--- src/rtl/rv_decode_stage.sv ---
// rv_decode_stage: registered RV32I decode stage between fetch and execute.
// Decodes {pc, instr} into a control bundle and queues it in a 1- or 2-entry
// FIFO. A load-use hazard inserts one bubble, flush discards everything queued,
// and stall_cnt saturates at all-ones.
// Optional build macro: RV_DECODE_MULDIV_EN decodes the M extension
// (funct7=0000001). When it is undefined, that funct7 is reported as illegal.
//
// state  | meaning
// -------+----------------------------------------------------------------
// RUN    | normal issue; an incoming reader of a pending load rd is held off
// BUBBLE | one dead cycle after a load-use hold; input is accepted again
module rv_decode_stage #(
  parameter int XLEN      = 32,
  parameter int PC_W      = 32,
  parameter int BUF_DEPTH = 2,
  parameter int CNT_W     = 16
) (
  input  logic             clk,
  input  logic             rst,
  input  logic             in_valid,
  output logic             in_ready,
  input  logic [PC_W-1:0]  in_pc,
  input  logic [31:0]      in_instr,
  input  logic             flush,
  output logic             out_valid,
  input  logic             out_ready,
  output logic [PC_W-1:0]  out_pc,
  output logic [3:0]       out_class,
  output logic [3:0]       out_alu_op,
  output logic [4:0]       out_rs1,
  output logic [4:0]       out_rs2,
  output logic [4:0]       out_rd,
  output logic [XLEN-1:0]  out_imm,
  output logic             out_rf_we,
  output logic             out_mem_rd,
  output logic             out_mem_wr,
  output logic [2:0]       out_mem_type,
  output logic [2:0]       out_br_cond,
  output logic             out_illegal,
  output logic [CNT_W-1:0] stall_cnt
);

  localparam logic [3:0] CLS_ILL = 4'd0, CLS_R = 4'd1, CLS_LOAD = 4'd2, CLS_IMM = 4'd3,
                         CLS_LUI = 4'd4, CLS_AUIPC = 4'd5, CLS_JAL = 4'd6, CLS_JALR = 4'd7,
                         CLS_BR = 4'd8, CLS_STORE = 4'd9;

  localparam logic [3:0] ALU_ADD = 4'd0, ALU_SUB = 4'd1, ALU_AND = 4'd2, ALU_OR = 4'd3,
                         ALU_XOR = 4'd4, ALU_SLL = 4'd5, ALU_SRL = 4'd6, ALU_SRA = 4'd7,
                         ALU_SLT = 4'd8, ALU_SLTU = 4'd9;

  typedef struct packed {
    logic [PC_W-1:0] pc;
    logic [3:0]      cls;
    logic [3:0]      alu_op;
    logic [4:0]      rs1;
    logic [4:0]      rs2;
    logic [4:0]      rd;
    logic [XLEN-1:0] imm;
    logic            rf_we;
    logic            mem_rd;
    logic            mem_wr;
    logic [2:0]      mem_type;
    logic [2:0]      br_cond;
    logic            illegal;
  } bundle_t;

  typedef enum logic {ST_RUN = 1'b0, ST_BUBBLE = 1'b1} state_t;

  state_t     state, state_nxt;
  bundle_t    q [2];
  logic [1:0] count;
  logic [4:0] last_load_rd;
  bundle_t    dec;
  logic       hazard, space, push, pop, full;

  function automatic logic [XLEN-1:0] sext32(input logic [31:0] v);
    logic [XLEN-1:0] r;
    r       = {XLEN{v[31]}};
    r[31:0] = v;
    return r;
  endfunction

  // funct3 -> ALU op shared by R-type and I-type; alt selects SUB/SRA
  function automatic logic [3:0] alu_map(input logic [2:0] f3, input logic alt);
    case (f3)
      3'b000:  return alt ? ALU_SUB : ALU_ADD;
      3'b001:  return ALU_SLL;
      3'b010:  return ALU_SLT;
      3'b011:  return ALU_SLTU;
      3'b100:  return ALU_XOR;
      3'b101:  return alt ? ALU_SRA : ALU_SRL;
      3'b110:  return ALU_OR;
      default: return ALU_AND;
    endcase
  endfunction

  // Pure combinational decode of the presented instruction word
  always_comb begin
    logic [6:0] op, f7;
    logic [2:0] f3;
    logic       use_rs1, use_rs2, wr_rd, bad;
    op      = in_instr[6:0];
    f3      = in_instr[14:12];
    f7      = in_instr[31:25];
    use_rs1 = 1'b0;
    use_rs2 = 1'b0;
    wr_rd   = 1'b0;
    bad     = 1'b0;
    dec     = '0;
    dec.pc  = in_pc;
    case (op)
      7'b0110011: begin
        dec.cls = CLS_R;
        use_rs1 = 1'b1;
        use_rs2 = 1'b1;
        wr_rd   = 1'b1;
        if (f7 == 7'b0000000) begin
          dec.alu_op = alu_map(f3, 1'b0);
        end else if (f7 == 7'b0100000) begin
          dec.alu_op = alu_map(f3, 1'b1);
          bad        = (f3 != 3'b000) && (f3 != 3'b101);
`ifdef RV_DECODE_MULDIV_EN
        end else if (f7 == 7'b0000001) begin
          // MUL..MULHU map to 10..13, DIV to 14, DIVU/REM/REMU share 15
          if (!f3[2])               dec.alu_op = 4'd10 + {2'b00, f3[1:0]};
          else if (f3 == 3'b100)    dec.alu_op = 4'd14;
          else                      dec.alu_op = 4'd15;
          dec.br_cond = f3;
`endif
        end else begin
          bad = 1'b1;
        end
      end
      7'b0000011: begin
        dec.cls      = CLS_LOAD;
        use_rs1      = 1'b1;
        wr_rd        = 1'b1;
        dec.imm      = sext32({{20{in_instr[31]}}, in_instr[31:20]});
        dec.mem_rd   = 1'b1;
        dec.mem_type = f3;
        bad          = (f3 == 3'b011) || (f3 == 3'b110) || (f3 == 3'b111);
      end
      7'b0010011: begin
        dec.cls    = CLS_IMM;
        use_rs1    = 1'b1;
        wr_rd      = 1'b1;
        dec.imm    = sext32({{20{in_instr[31]}}, in_instr[31:20]});
        dec.alu_op = alu_map(f3, (f3 == 3'b101) && f7[5]);
        if (f3 == 3'b001)      bad = (f7 != 7'b0000000);
        else if (f3 == 3'b101) bad = (f7 != 7'b0000000) && (f7 != 7'b0100000);
      end
      7'b0110111: begin
        dec.cls = CLS_LUI;
        wr_rd   = 1'b1;
        dec.imm = sext32({in_instr[31:12], 12'b0});
      end
      7'b0010111: begin
        dec.cls = CLS_AUIPC;
        wr_rd   = 1'b1;
        dec.imm = sext32({in_instr[31:12], 12'b0});
      end
      7'b1101111: begin
        dec.cls = CLS_JAL;
        wr_rd   = 1'b1;
        dec.imm = sext32({{11{in_instr[31]}}, in_instr[31], in_instr[19:12],
                          in_instr[20], in_instr[30:21], 1'b0});
      end
      7'b1100111: begin
        dec.cls = CLS_JALR;
        use_rs1 = 1'b1;
        wr_rd   = 1'b1;
        dec.imm = sext32({{20{in_instr[31]}}, in_instr[31:20]});
        bad     = (f3 != 3'b000);
      end
      7'b1100011: begin
        dec.cls     = CLS_BR;
        use_rs1     = 1'b1;
        use_rs2     = 1'b1;
        dec.alu_op  = ALU_SUB;
        dec.imm     = sext32({{19{in_instr[31]}}, in_instr[31], in_instr[7],
                              in_instr[30:25], in_instr[11:8], 1'b0});
        dec.br_cond = f3;
        bad         = (f3 == 3'b010) || (f3 == 3'b011);
      end
      7'b0100011: begin
        dec.cls      = CLS_STORE;
        use_rs1      = 1'b1;
        use_rs2      = 1'b1;
        dec.imm      = sext32({{20{in_instr[31]}}, in_instr[31:25], in_instr[11:7]});
        dec.mem_wr   = 1'b1;
        dec.mem_type = f3;
        bad          = (f3[2] == 1'b1) || (f3 == 3'b011);
      end
      default: bad = 1'b1;
    endcase
    if (bad) begin
      dec         = '0;
      dec.pc      = in_pc;
      dec.illegal = 1'b1;
    end else begin
      dec.rs1   = use_rs1 ? in_instr[19:15] : 5'd0;
      dec.rs2   = use_rs2 ? in_instr[24:20] : 5'd0;
      dec.rf_we = wr_rd && (in_instr[11:7] != 5'd0);
      dec.rd    = dec.rf_we ? in_instr[11:7] : 5'd0;
    end
  end

  // Handshake, hazard detection and next-state selection
  always_comb begin
    full      = (count == 2'(BUF_DEPTH));
    space     = (BUF_DEPTH == 1) ? (!full || out_ready) : !full;
    hazard    = (state == ST_RUN) && in_valid && (last_load_rd != 5'd0) &&
                ((dec.rs1 == last_load_rd) || (dec.rs2 == last_load_rd));
    in_ready  = !rst && !flush && space && !hazard;
    out_valid = (count != 2'd0);
    push      = in_valid && in_ready;
    pop       = out_valid && out_ready;
    state_nxt = state;
    case (state)
      ST_RUN:    if (hazard) state_nxt = ST_BUBBLE;
      ST_BUBBLE: state_nxt = ST_RUN;
      default:   state_nxt = ST_RUN;
    endcase
    if (flush) state_nxt = ST_RUN;
  end

  // Queue, FSM state, load tracking and stall counter
  always_ff @(posedge clk) begin
    if (rst) begin
      state        <= ST_RUN;
      count        <= 2'd0;
      q[0]         <= '0;
      q[1]         <= '0;
      last_load_rd <= 5'd0;
      stall_cnt    <= '0;
    end else begin
      state <= state_nxt;
      if (state == ST_BUBBLE && stall_cnt != {CNT_W{1'b1}})
        stall_cnt <= stall_cnt + CNT_W'(1);
      if (flush) begin
        count        <= 2'd0;
        last_load_rd <= 5'd0;
      end else begin
        if (push)
          last_load_rd <= (dec.cls == CLS_LOAD) ? dec.rd : 5'd0;
        case ({push, pop})
          2'b11: begin
            if (count == 2'd1) begin
              q[0] <= dec;
            end else begin
              q[0] <= q[1];
              q[1] <= dec;
            end
          end
          2'b10: begin
            if (count == 2'd0) q[0] <= dec;
            else               q[1] <= dec;
            count <= count + 2'd1;
          end
          2'b01: begin
            q[0]  <= q[1];
            count <= count - 2'd1;
          end
          default: ;
        endcase
      end
    end
  end

  assign out_pc       = q[0].pc;
  assign out_class    = q[0].cls;
  assign out_alu_op   = q[0].alu_op;
  assign out_rs1      = q[0].rs1;
  assign out_rs2      = q[0].rs2;
  assign out_rd       = q[0].rd;
  assign out_imm      = q[0].imm;
  assign out_rf_we    = q[0].rf_we;
  assign out_mem_rd   = q[0].mem_rd;
  assign out_mem_wr   = q[0].mem_wr;
  assign out_mem_type = q[0].mem_type;
  assign out_br_cond  = q[0].br_cond;
  assign out_illegal  = q[0].illegal;

endmodule

--- config.mk ---
export PLATFORM = sky130hd
export DESIGN_NAME = rv_decode_stage
export DESIGN_NICKNAME = d
export VERILOG_FILES = /design/src/rtl/rv_decode_stage.sv
export SDC_FILE = /design/constraint.sdc
export NUM_CORES = 1
export LEC_CHECK = 0
export BUFFER_PORTS_ARGS = -buffer_cell sky130_fd_sc_hd__buf_4
export CAP_MARGIN = 10
export CORE_MARGIN = 4
export CORE_UTILIZATION = 45
export DETAILED_ROUTE_END_ITERATION = 6
export PLACE_DENSITY_LB_ADDON = 0.12
export SYNTH_ARGS = -nofsm -noshare
export SYNTH_HDL_FRONTEND = slang
export SYNTH_SLANG_ARGS = --single-unit
--- constraint.sdc ---
create_clock -name clk -period 7.96 [get_ports clk]
set_input_delay 0 -clock clk [delete_from_list [all_inputs] [get_ports clk]]
set_output_delay 0 -clock clk [all_outputs]
set_load 0.03 [all_outputs]
==> results of run 1 <==
[cells in the final DEF, fill, tap and decap left out, types with 7 or more instances in the layout]
master | netlist | final
dfxtp_1 | 24 | 24
a22o_1 | 11 | 11
nand3_1 | 17 | 17
o21bai_1 | 15 | 14
xnor2_1 | 9 | 9
o211ai_1 | 8 | 8
o22a_1 | 12 | 12
and2_1 | 49 | 49
o21ai_1 | 12 | 12
a21oi_1 | 91 | 91
nor3_1 | 12 | 12
clkbuf_16 | 0 | 25
o21ai_0 | 66 | 66
buf_4 | 3 | 196
and3_1 | 27 | 27
nand2_1 | 58 | 55
nand2b_1 | 7 | 7
a21o_1 | 7 | 7
nor2_1 | 118 | 117
nand4_1 | 12 | 12
inv_1 | 13 | 13
a32o_1 | 23 | 23
mux2_2 | 32 | 32
or2_2 | 7 | 7
ha_1 | 7 | 7
edfxtp_1 | 194 | 194
xor2_1 | 12 | 12
dlygate4sd3_1 | 0 | 61
[state kept, by name (all words and copies together) (netlist names)]
name / count
count: 2
last_load_rd: 5
q: 194
stall_cnt: 16
state: 1
[cells by family after synthesis]
logic type / after synthesis / synth area share [%]
xor+xnor: 21 / 1.69
simple gates: 343 / 16.0
flops: 218 / 57.8
mux: 33 / 3.40
fa+ha+maj: 7 / 0.803
buf+inv: 82 / 3.40
compound gates: 282 / 17.0
[final cells by class]
type                    count  area [sq um]
clock inverters            13           161
well taps                 319           399
repair buffers            257          2080
fillers                  2051          9780
multi-input cells         686          4260
inverters                  13          48.8
flip-flops and latches    218          6310
clock buffers              30           644
[worst max-delay path, stage by stage]
cell           delay (ps)
dlygate4sd3_1         570
buf_4                 220
and2b_1               270
nand2_1               150
a31o_1                360
nand2_2               200
o31a_1                390
o221ai_4              320
nand2_1               130
nor2_1                170
ha_1                  230
nor2b_1               190
nand2_1               490
nand2_2               920
nand2_1               290
a211oi_1              600
and2_1                210
[through the flow]
stage / setup WS (ps) / cells / hold slack, ps
after floorplan: 773 / 986 / 110
after global placement: 2890 / 1432 / 296
after detailed placement: 2810 / 1432 / 303
after CTS: 2650 / 1536 / 76.0
after global routing: 2110 / 1536 / 103
final: 2610 / 1536 / 83.7
[timing repair]
| action | 4_1_cts | 5_1_grt |
|---|---|---|
| hold endpoints to repair | 154 | 0 |
| hold buffers | 61 | 0 |
| gates resized for setup | 0 | 0 |
[power breakdown]
part	total (W)	switching, W	internal (W)
registers	0.00131	0.0000157	0.00130
logic	0.000279	0.000175	0.000104
clock network	0.00113	0.000429	0.000699
total	0.00272	0.000619	0.00210
[worst max path at each step]
stage	endpoint	slack, ps
2_1_floorplan	q[0][0]$_DFFE_PP_	770
4_1_cts	q[1][47]$_DFFE_PP_	2650
3_3_place_gp	q[1][48]$_DFFE_PP_	2890
3_5_place_dp	q[1][47]$_DFFE_PP_	2810
5_1_grt	q[1][51]$_DFFE_PP_	2110
6_report	q[1][47]$_DFFE_PP_	2610
[metal layers]
layer | wire length [um] | global-route usage [%]
met1 | 13400 | 32.0
met2 | 14300 | 36.2
met3 | 2280 | 3.01
met4 | 718 | 5.95
met5 | 0 | 0
==> qor.yml, run 1 <==
dp_hpwl_um: 20100
max_freq_mhz: 187
ir_drop_uv: 125
drc_errors: 0
ys_types: 68
start_util_pct: 46.1
die-height_um: 164
hold_path_end: "last_load_rd[0]$_SDFFE_PP0P_"
wire_per_inst_um: 20.0
htreeDepth: 1
power.total_w: 0.00272
gp_congestion: 0.985
grt_pass1_vias: 8580
min_from: "in_valid"
synthesis.nets: 1062
clock_path_buffers: 3
vias: 8753
grt_pass1_wl_um: 47900
netlist_area_sq_um: 10900
async_reset_ff_share_pct: 0
rsz0062_at_grt: "no"
path_clk_slew_ps: 50
hold_viol: 0
fin_util_pct: 58.7
design_area_sq_um: 13900
cts_root_buf: "clkbuf_16"
antennaDiodeCount: 0
r2r-end: "q[1][47]$_DFFE_PP_"
crit_required_ps: 8340
drtIter0Drc: 751
cp-start-kind: "input port"
run_status: "complete, no violations"
synth_edf_count: 194
place_area_sq_um: 12500
cts_setup_buffers: 0
clock_sinks: 218
wl_um: 30700
ys_seq_area_share_pct: 57.8
yosysMostFrequentCell: "edfxtp_1"
core-area_sq_um: 23700
cts_made_buffers: 24
critical_path.max_fanout: 46
fin_skew_ps: 9.26
cts_tree: "yes"
setup_violations: 0
maxCapViolations: 0
avgSynthCellArea_sq_um: 11.1
syn_to_final_growth_pct: 27.4
yosys_warnings: 0
worst_pin_slew_ps: 1110
synth_top_area_share_pct: 53.4
ios: 184
startpoint: "in_instr[6]"
port-buffer-count: 183
synth_top_area_cell: "edfxtp_1"
antenna_found_initial: 0
syn-instance-count: 986
dieArea_sq_um: 26800
firstDrtPassIters: 5
synthTopCellsByCount: "edfxtp_1 (194), nor2_1 (118), a21oi_1 (91)"
relSlewSlack_pct: 25.9
holdPathStages: 5
worstSetupEndpointType: "register"
nNetsFinal: 1276
fin_crit_sh_pct: 67.2
post_route_cells_drive_above_1_share_pct: 23.6
min_path_type: "in2reg"
synth_area_leaders: "edfxtp_1 (53%), dfxtp_1 (4.4%), a21oi_1 (4.2%)"
rows: 56
ys_ff_latch: 218
r2r_cells: 13
p_leak_nw: 5.35
grt_remaining_overflow: 0
synth_ff_type: "edfxtp_1"
dieWidth_um: 164
p_per_area_nw_per_um2: 196
gr-usage-all-layers_pct: 22.4
clk_latency_ps: 510
antenna_left: 0
slew_violations: 0
avgViaCountPerCell: 5.70
grt_max_degree: 56
rrSetupSlack_ps: 3060
r2r_start: "last_load_rd[2]$_SDFFE_PP0P_"
min_period_ps: 5350
fin_tns_setup_ps: 0
worstPathArrival_ps: 5720
crit_type: "in2reg"
Power figures use the tool's default switching activity.
==> run 2, diff against run 1 <==
==> constraint.sdc (replaced) <==
create_clock -name clk -period 5 [get_ports clk]
set_input_delay 0 -clock clk [delete_from_list [all_inputs] [get_ports clk]]
set_output_delay 0 -clock clk [all_outputs]
set_load 0.03 [all_outputs]
==> run 2 against run 1 <==
  * Setup slack worse by 2000 ps
  * First-iteration DRC count down 2.8%
  * Clock-buffer cell count up 2
  * Sequential power up 60%
  * Clock skew up 2.9 ps
  * Non-clock buffer count up 9
  * Wire length up 2.7%
  * Power up 57%
  * Core utilization up 0.27 points
  * Largest cell class unchanged
==> qor.yml, run 2 (synthesized netlist as in run 1, its figures left out) <==
run_status: "complete, no violations"
firstDrtPassIters: 5
critical_path.max_fanout: 62
post_route_cells_drive_above_1_share_pct: 24.0
slew_violations: 0
nFillCells: 2035
die-height_um: 164
finalNonFillerCells: 1546
dieWidth_um: 164
grt_pass1_wl_um: 48500
path_clk_slew_ps: 50
cts_setup_buffers: 0
worstPathArrival_ps: 4610
p_per_area_nw_per_um2: 305
drtIter0Drc: 730
wl_um: 31600
worst_pin_slew_ps: 1020
grt_remaining_overflow: 0
worstSetupEndpointType: "register"
syn_to_final_growth_pct: 28.0
nNetsFinal: 1286
top_register: "q"
rsz0062_at_grt: "no"
clock_sinks: 218
dieArea_sq_um: 26800
htreeDepth: 1
min_period_ps: 4340
max_freq_mhz: 230
grt_max_degree: 66
fin_skew_ps: 12.1
start_util_pct: 46.1
cts_made_buffers: 25
gp_congestion: 0.964
relSlewSlack_pct: 31.5
port-buffer-count: 183
place_area_sq_um: 12600
crit_type: "in2reg"
dp_hpwl_um: 21000
min_path_type: "in2reg"
final_common_cell: "buf_4"
clock_path_buffers: 3
place_inst: 1441
clk_latency_ps: 530
design_area_sq_um: 14000
cts_tree: "yes"
vias: 8753
grt_pass1_vias: 8577
largest_reg_flops: 194
avgViaCountPerCell: 5.66
ios: 184
top_regs: "q x194, stall_cnt x16, last_load_rd x5"
mostFrequentLayoutCells: "buf_4 (202), edfxtp_1 (194), nor2_1 (118), a21oi_1 (91), o21ai_0 (66)"
fin_crit_sh_pct: 86.8
setup_violations: 0
cp-start-kind: "input port"
maxCapViolations: 0
core-area_sq_um: 23700
dp_slack_ps: 744
fin_util_pct: 59.0
cts_root_buf: "clkbuf_16"
rows: 56
fin_tns_setup_ps: 0
p_leak_nw: 5.39
ir_drop_uv: 293
drc_errors: 0
postLayoutSetupSlackWorst_ps: 661
wire_per_inst_um: 20.4
antenna_found_initial: 0
antenna_left: 0
hold_viol: 0
gr-usage-all-layers_pct: 22.9
crit_required_ps: 5270
-- run 2: cell type report --
cell class / count / area (sq um) / area share (%)
clock inverters: 11 / 95.1 / 0.681
clock buffers: 32 / 672 / 4.81
diodes: 1 / 2.50 / 0.0179
multi-input cells: 686 / 4250 / 30.5
repair buffers: 266 / 2190 / 15.7
flip-flops and latches: 218 / 6310 / 45.2
well taps: 319 / 399 / 2.86
inverters: 13 / 48.8 / 0.349
-- run 2: what timing repair did --
| item | in CTS | in global routing |
|---|---|---|
| hold endpoints to repair | 161 | 0 |
| gates resized for setup | 0 | 0 |
| hold buffers | 61 | 0 |
-- run 2: per-layer routing --
layer | wire (um) | global-route usage (%) | up-vias | share of wire, %
li1 | - | - | 4134 | -
met1 | 13900 | 32.3 | 4209 | 44
met2 | 14700 | 37.2 | 360 | 47
met3 | 2190 | 3.34 | 50 | 6.9
met4 | 791 | 6.56 | 0 | 2.5
met5 | 0 | 0 | - | 0
-- run 2: metrics by stage --
| step | hold WS (ps) | total power [W] |
|---|---|---|
| finish | 90.4 | 0.00426 |
| global route | 73.8 | 0.00440 |
| CTS | 58.6 | 0.00430 |
| detailed placement | 304 | 0.00254 |
| global placement | 304 | 0.00254 |
| floorplan | 110 | 0.00235 |
-- run 2: path summary, 6_finish.rpt --
check,slack (ps),endpoint,startpoint,cells past startpoint
worst max-delay path,660,q[0][96]$_DFFE_PP_,in_instr[6],16
worst min register to register,510,stall_cnt[7]$_SDFFE_PP0P_,stall_cnt[7]$_SDFFE_PP0P_,2
worst max register to register,870,q[0][96]$_DFFE_PP_,last_load_rd[2]$_SDFFE_PP0P_,12
worst min-delay path,90,last_load_rd[3]$_SDFFE_PP0P_,in_valid,5
-- run 2: where the power goes --
| group | internal (W) | switching (W) |
|---|---|---|
| clock | 0.000999 | 0.000716 |
| sequential | 0.00206 | 0.0000257 |
| combinational | 0.000170 | 0.000283 |
-- run 2: critical path, cell delays in order --
cell and delay (ps):
dlygate4sd3_1 530, buf_4 210, and2b_1 270, nand2_1 170, a31o_1 390, nand2_2 190
o31a_1 380, o221ai_4 300, nand2_1 130, nor2_1 170, ha_1 230, nand2b_1 130
or3_1 580, nand2_2 190, buf_12 310, mux2_2 390
